**src/rtl/despachador_destinos_pkg.sv**
```systemverilog
// Shared types for the destination dispatcher, destination queue and elevator
// controller: floor codes, dispatcher FSM states and gap timer width.
package despachador_destinos_pkg;

    typedef enum logic [1:0] {
        MINUS_ONE = 2'b00,
        ONE       = 2'b01,
        TWO       = 2'b10,
        THREE     = 2'b11
    } floor_e;

    typedef enum logic [2:0] {
        IDLE     = 3'd0,
        FETCH    = 3'd1,
        ISSUE    = 3'd2,
        WAIT_ARR = 3'd3,
        GAP      = 3'd4,
        DONE     = 3'd5
    } state_e;

    localparam int GAP_W = 16;

endpackage

```
**src/rtl/despachador_destinos_contador.sv**
```systemverilog
// contador_espera: 16-bit down-counter timing the idle gap between arrivals.
// Ports: clk, reset, load_i/val_i (preload), en_i (decrement), zero_o (count==0).
module contador_espera
    import despachador_destinos_pkg::*;
(
    input  logic             clk,
    input  logic             reset,
    input  logic             load_i,
    input  logic             en_i,
    input  logic [GAP_W-1:0] val_i,
    output logic             zero_o
);

    logic [GAP_W-1:0] cnt_q, cnt_d;

    always_comb begin
        cnt_d = cnt_q;
        if (load_i) begin
            cnt_d = val_i;
        end else if (en_i && cnt_q != '0) begin
            cnt_d = cnt_q - 1'b1;
        end
    end

    always_ff @(posedge clk) begin
        if (reset) begin
            cnt_q <= '0;
        end else begin
            cnt_q <= cnt_d;
        end
    end

    assign zero_o = (cnt_q == '0);

endmodule

```
**src/rtl/despachador_destinos.sv**
```systemverilog
// Walks the destination queue, issuing one floor request per entry, waiting
// for arrival, then idling GAP_CYCLES before the next fetch.
// Ports: clk, reset, start, address/destino (queue), req_valid/req_ready/
// req_floor (controller), arrived, busy, done, served.
module despachador_destinos
    import despachador_destinos_pkg::*;
#(
    parameter int QUEUE_LEN  = 10,
    parameter int GAP_CYCLES = 4
) (
    input  logic        clk,
    input  logic        reset,
    input  logic        start,
    output logic [7:0]  address,
    input  logic [23:0] destino,
    output logic        req_valid,
    output logic [1:0]  req_floor,
    input  logic        req_ready,
    input  logic        arrived,
    output logic        busy,
    output logic        done,
    output logic [7:0]  served
);

    localparam logic [7:0]       LAST     = 8'(QUEUE_LEN - 1);
    // The gap counter is loaded on the arrival edge and the FSM leaves GAP
    // on the cycle it reads zero, so N-1 gives exactly N GAP cycles.
    localparam logic [GAP_W-1:0] GAP_LOAD = GAP_W'(GAP_CYCLES - 1);

    state_e     state_q, state_d;
    logic [7:0] addr_q, addr_d;
    logic [7:0] served_q, served_d;
    floor_e     floor_q, floor_d;
    logic       gap_load, gap_en, gap_zero;

    // Only the floor code of a queue word matters.
    logic unused_destino;
    assign unused_destino = ^destino[23:2];

    contador_espera u_gap (
        .clk    (clk),
        .reset  (reset),
        .load_i (gap_load),
        .en_i   (gap_en),
        .val_i  (GAP_LOAD),
        .zero_o (gap_zero)
    );

    always_comb begin
        state_d  = state_q;
        addr_d   = addr_q;
        served_d = served_q;
        floor_d  = floor_q;
        gap_load = 1'b0;
        gap_en   = 1'b0;
        unique case (state_q)
            IDLE, DONE: begin
                if (start) begin
                    state_d  = FETCH;
                    addr_d   = '0;
                    served_d = '0;
                end
            end
            FETCH: begin
                floor_d = floor_e'(destino[1:0]);
                state_d = ISSUE;
            end
            ISSUE: begin
                if (req_ready) begin
                    state_d = WAIT_ARR;
                end
            end
            WAIT_ARR: begin
                if (arrived) begin
                    served_d = served_q + 8'd1;
                    gap_load = 1'b1;
                    state_d  = GAP;
                end
            end
            GAP: begin
                if (gap_zero) begin
                    if (addr_q == LAST) begin
                        state_d = DONE;
                    end else begin
                        addr_d  = addr_q + 8'd1;
                        state_d = FETCH;
                    end
                end else begin
                    gap_en = 1'b1;
                end
            end
            default: state_d = IDLE;
        endcase
    end

    always_ff @(posedge clk) begin
        if (reset) begin
            state_q  <= IDLE;
            addr_q   <= '0;
            served_q <= '0;
            floor_q  <= MINUS_ONE;
        end else begin
            state_q  <= state_d;
            addr_q   <= addr_d;
            served_q <= served_d;
            floor_q  <= floor_d;
        end
    end

    assign address   = addr_q;
    assign served    = served_q;
    assign req_floor = floor_q;
    assign req_valid = (state_q == ISSUE);
    assign busy      = (state_q != IDLE) && (state_q != DONE);
    assign done      = (state_q == DONE);

endmodule

```
**config.mk**
```make
export PLATFORM = sky130hd
export DESIGN_NAME = despachador_destinos
export DESIGN_NICKNAME = d
export VERILOG_FILES = /design/src/rtl/despachador_destinos_pkg.sv /design/src/rtl/despachador_destinos_contador.sv /design/src/rtl/despachador_destinos.sv
export SDC_FILE = /design/constraint.sdc
export NUM_CORES = 1
export LEC_CHECK = 0
export CORE_UTILIZATION = 44
export DETAILED_ROUTE_END_ITERATION = 10
export PLACE_DENSITY = 0.76
export RECOVER_POWER = 100
export SETUP_SLACK_MARGIN = 0.4
export SYNTH_ARGS = -nofsm -noshare
export SYNTH_HDL_FRONTEND = slang
export SYNTH_SLANG_ARGS = --single-unit
```
**constraint.sdc**
```tcl
create_clock -name clk -period 2.4 [get_ports clk]
set_input_delay 0.36 -clock clk [delete_from_list [all_inputs] [get_ports clk]]
set_output_delay 0.36 -clock clk [all_outputs]
set_load 0.1 [all_outputs]
```
# Yosys cells after proc, flatten, opt, wreduce, memory -nomap -nowiden
# Cells that the tools add are included.
dict set report totals {
  ff_bits 37
  inputBits 29
  out_inout_bits 21
  wordCells 53
}
dict set report op_classes {
  n_addsub 3
  n_eq_ne 12
  n_mux 18
  n_reduce_logical 14
}
# cell n
set ops {}
lappend ops {{$mux 8} 4}
lappend ops {{$pmux 8 s2} 2}
lappend ops {{$add 8x1->8 const B} 2}
lappend ops {{$logic_not 16->1} 1}
lappend ops {{$reduce_bool 16->1} 1}
lappend ops {{$sub 16x1->16 const B} 1}
lappend ops {{$mux 3} 5}
lappend ops {{$pmux 3 s5} 1}
lappend ops {{$eq 8x4->1 const B} 1}
lappend ops {{$ne 2x2->1 const B} 4}
lappend ops {{$reduce_and 4->1} 2}
lappend ops {{$eq 3x2->1 const B} 2}
lappend ops {{$eq 3x3->1 const B} 2}
lappend ops {{$reduce_bool 2->1} 3}
lappend ops {{$mux 1} 4}
lappend ops {{$mux 2} 2}
lappend ops {{$reduce_or 2->1} 2}
lappend ops {{$eq 3x1->1 const B} 1}
lappend ops {{$logic_not 3->1} 1}
lappend ops {{$ne 3x3->1 const B} 1}
lappend ops {{$reduce_and 3->1} 1}
lappend ops {{$reduce_bool 3->1} 1}
lappend ops {{$logic_and 1x1->1} 2}
lappend ops {{$ne 2x1->1 const B} 1}

# Depth between registers and ports, before layout
dict set report depth {
  word_depth 6
  depth_mapped 7
  depth_no_buf 7
}

# By module
# A second synthesis with hierarchy kept.
dict set report unflattened {
  cells_unflattened 259
  area_unflattened_um2 2174.6
}
# mod instances cells_per_inst area_each_um2 seq_area_each_um2
set by_module_without_submodules {}
lappend by_module_without_submodules {despachador_destinos 1 145 1229.9 420.4}
lappend by_module_without_submodules {contador_espera 1 114 944.7 320.3}

# Worst setup path before layout
# Ideal clock, no wire load.
dict set report synth_path {
  path_kind {register to register}
  start {register addr_q[1], in the netlist address[1]}
  end {register addr_q[3], in the netlist address[3]}
  setup_time_ps 70
  arrival_time_ps 2309
  t_required_ps 2330
  setup_slack_ps 21
  path_stages_with_launch 8
  n_path_buf 0
  period_less_slack_ps 2379
  cell_sequence {dfxtp_1 inv_1 ha_1 nor4b_1 nand3_1 a21oi_1 or4_1 a21oi_1}
}
dict set report synth_between {
  elab_chain_len 4
  word_cells_on_any_way 7
  classes_between {1 x add/sub; 2 x eq/ne; 3 x mux; 1 x reduce/logical}
}
# item line_no
set synth_rtl {}
lappend synth_rtl {{from (decl)} despachador_destinos.sv:31} ;# logic [7:0] addr_q, addr_d;
lappend synth_rtl {{from (signal assigned)} despachador_destinos.sv:104} ;# addr_q <= addr_d;
lappend synth_rtl {{$add 8x1->8} despachador_destinos.sv:85} ;# addr_d = addr_q + 8'd1;
lappend synth_rtl {{$mux 8} despachador_destinos.sv:82} ;# if (addr_q == LAST) begin
lappend synth_rtl {{$mux 8} despachador_destinos.sv:81} ;# if (gap_zero) begin
lappend synth_rtl {{$pmux 8 s2} despachador_destinos.sv:56} ;# unique case (state_q)
# Parallel ways exist; a longest one is shown, timed or not. The select of a mux whose other input is x is not followed.
# A chain may end at the register's enable or synchronous reset.

# Worst setup path in the final report
dict set report layout_path {
  start {register u_gap.cnt_q[1]}
  end {register addr_q[0], in the netlist address[0]}
}
dict set report layout_between {
  elab_chain_len 3
}
# item line_no
set layout_rtl {}
lappend layout_rtl {{from (decl)} despachador_destinos_contador.sv:14} ;# logic [GAP_W-1:0] cnt_q, cnt_d;
lappend layout_rtl {{from (signal assigned)} despachador_destinos_contador.sv:29} ;# cnt_q <= cnt_d;
lappend layout_rtl {{$logic_not 16->1} despachador_destinos_contador.sv:33} ;# assign zero_o = (cnt_q == '0);
lappend layout_rtl {{$ne 2x2->1 (no line)} --}
lappend layout_rtl {{$reduce_and 4->1 (no line)} --}
# No other way between the ends.

==> summary.txt <==
Placement
  • Routability Congestion: between 0.7 and 0.8
  • Placed standard-cell area: approximately 0.0023 mm^2
  • IO buf count: 27
  • DP Wirelength: a little over 3000 um

Global route
  • Largest net degree at the start of global routing: 19
  • GRT Util Overall: 0.2046
  • Initial antenna violation count: 0
  • Overflow after GRT: 0
  • First-pass GRT wire length: 7065 um
  • Vias in the first global route: roughly 1.5k

Detailed routing
  • Drt pass-1 iters: 4
  • Wirelength per Cell: roughly 14 um
  • Routed length on met3: approximately 240 um
  • Via Count: ~1.8k
  • Metal2 WL: between 1500 and 2000 um
  • Antenna-violating nets left: 0
  • 1st-iter DRT viols: 98
  • M1 WL: around 2200 um
  • Max Used Layer: met4
  • Routed WL: around 4400 um
  • DRC: 0
  • Routed vias/inst: ~5.5

Timing
  • Slew Viols, Final: 0
  • RSZ-0062 raised after global routing: true
  • Total Neg Setup Slack: 0 ns
  • Fmax: 0.4792 GHz
  • Period utilization: 0.8695
  • Final Hold Fails: 0
  • Crit path time final: 2.087 ns
  • Clk_skew: 0.006265 ns
  • Relative slew slack: 0.2149
  • Final setup viols: 0
  • Worst-Margin Slew: 1.183 ns

Final layout
  • Fillers: approximately 420
  • Core Util, Final: 0.5640
  • Nets: 306
  • Ant diodes: 0
  • Multi-input gate area: 0.001179 mm^2
  • Register area: 752.0 um^2
  • Share of cells above drive strength 1: 0.1765
  • Fin area: 0.002337 mm^2
  • Area delta synth->final: 18.98%

Floorplanning
  • Total core area: slightly above 0.004 mm^2
  • Initial Util: 0.4740
  • Die X: ~70 um
  • # rows: 23
  • I/O pin cnt: 50
  • DIE AREA: between 0.004 and 0.005 mm^2
  • Die height: just under 70 um

Power and ir drop
  • Cell leakage power: between 0.8 and 0.9 nW
  • P per Cell Area: 586.4 mW/mm^2
  • Maximum VDD drop: 0.0005220 V

Clock tree
  • TritonCTS clock tree: built
  • Sink Count: 37
  • Clk buf depth: 2
  • CTS Buf Count: 5
  • # hold bufs at CTS: 0
  • Htree depth: 2
  • Clock Latency Late Sink: 0.28 ns
  • CTS Root Cell: clkbuf_8
  • Clk slew on worst S/H paths: ~0.07 ns

Critical path
  • Critical Path Sink Type: flip-flop
  • Data required, critical path: around 2.6 ns
  • CP max FO: 6
  • Cell Chain, Critical Path: inv_1, ha_1, or3b_1, nor4b_4, nor2_1, or3_2, a21oi_2
  • Startpoint types: flip-flop
  • Buf/Inv on CP: 1
  • CP arrival: 2.30 ns
  • Crit path kind: reg2reg
  • Crit path largest cell delay: 0.48 ns
  • Delay-heaviest family, CP: simple AND/OR/NAND/NOR gates
  • Slowest cell on crit path: or3_2

Logic synthesis
  • Ys Warns: 0
  • Synth top area cells: dfxtp_1 (38%), xor2_1 (7.1%), nor2_1 (7.1%)
  • Post-synth top cells: dfxtp_1 (37), nor2_1 (37), xor2_1 (16)
  • Synth Register Bits: 37
  • Primary FF master, synth: dfxtp_1
  • Cell taking the most area after synthesis: dfxtp_1
  • Mapped cell area: 0.001964 mm^2
  • Async SR Flop Fraction: 0
  • Register area share after synthesis: 0.3771
  • Avg Inst Size Synth: approximately 8.5 um^2
  • Post-Syn Nets: approximately 270
  • Post-Syn Instances: 232
  • Yosys cell types: 44
  • Post-synth EDFFs: 0
  • Synth top area share: 0.3771

Worst hold path
  • Hold Path Class: reg2reg

Flow run
  • Max-Cap Viols: 0

Status
  • Outcome: completed
-- where the power goes --
group	internal (W)	switching (W)	leakage [nW]
clock network	0.000191	0.000198	0.0399
registers	0.000632	0.0000342	0.303
logic	0.0000934	0.000222	0.546
total	0.000916	0.000454	0.889
-- metrics by stage --
step | std cells | setup slack, ns | hold WS [ns] | total power, W
after global placement | 310 | 0.3057 | 0.4781 | 0.001004
final | 322 | 0.3132 | 0.4985 | 0.001371
after global routing | 322 | 0.2169 | 0.5248 | 0.001439
after detailed placement | 310 | 0.2804 | 0.4935 | 0.001008
after floorplan | 232 | 0.2717 | 0.4691 | 0.0009244
after CTS | 321 | 0.4123 | 0.5030 | 0.001409
-- worst register-to-register path: stages (launching register included) --
cell and delay (ns):
dfxtp_1 0.31, inv_1 0.05, ha_1 0.16, or3b_1 0.42, nor4b_4 0.30, nor2_1 0.16, or3_2 0.49, a21oi_2 0.13
-- worst paths after layout --
check,start,endpoint,slack (ns),depth (start not counted)
hold reg to reg,u_gap.cnt_q[9],u_gap.cnt_q[9],0.50,2
hold / removal,u_gap.cnt_q[9],u_gap.cnt_q[9],0.50,2
setup reg to reg,u_gap.cnt_q[1],address[0],0.31,7
setup / recovery,u_gap.cnt_q[1],address[0],0.31,7
-- area by class of cell --
class                           count  area share
Multi-Input combinational cell    181      0.5043
Tap cell                           50     0.02677
Timing Repair Buffer               42      0.1060
Inverter                            6    0.009636
Sequential cell                    37      0.3217
Clock buffer                        5     0.02944
Clock inverter                      1    0.002141
-- state kept, by name (all words and copies together) (netlist names) --
signal	flops
state_q	3
u_gap.cnt_q	16
req_floor	2
served	8
address	8
-- routing by layer --
metal | vias to the layer above | track usage
met5 | - | 0
met4 | 0 | 0.04592
met3 | 4 | 0.05263
met2 | 49 | 0.3199
met1 | 810 | 0.2818
li1 | 915 | -
-- kinds of logic (layout without fill, tap and decap cells) --
kind of cell / Yosys count / count (layout) / synth area share
simple gates: 115 / 115 / 0.3274
compound gates: 38 / 38 / 0.1178
flops: 37 / 37 / 0.3771
xor+xnor: 20 / 20 / 0.08917
buf+inv: 14 / 54 / 0.04267
fa+ha+maj: 4 / 4 / 0.02548
mux: 4 / 4 / 0.02038
-- layout by cell type, fill, tap and decap left out, drive strengths merged, types with 2 or more instances in the layout --
master         synthesis  routed
clkbuf                 6      29
or4                    4       4
inv                    6       6
nor4b                  3       3
and2                   2       2
mux2i                  4       4
nand4                  4       4
nand4b                 2       2
nor2                  38      38
dfxtp                 37      37
nor3                   3       3
o21ai                  9       9
or3                    9       9
or3b                   2       2
clkdlybuf4s50          0       5
nand2b                 2       2
and3                   5       5
nand2                  9       9
ha                     4       4
xor2                  16      16
buf                    2      12
or2                    2       2
o31ai                  2       2
xnor2                  4       4
o2111ai                5       5
nor4                   8       8
nor3b                  4       4
nor2b                  4       4
a21oi                 15      15
nand3                 14      14
-- repair_timing --
item	4_1_cts	5_1_grt
resized for setup	2	17
buffers inserted	5	1
setup endpoints to repair	4	17
cloned	0	0
endpoints found under the hold margin	0	0
pin swaps	5	4
(Power assumes the default switching activity.)
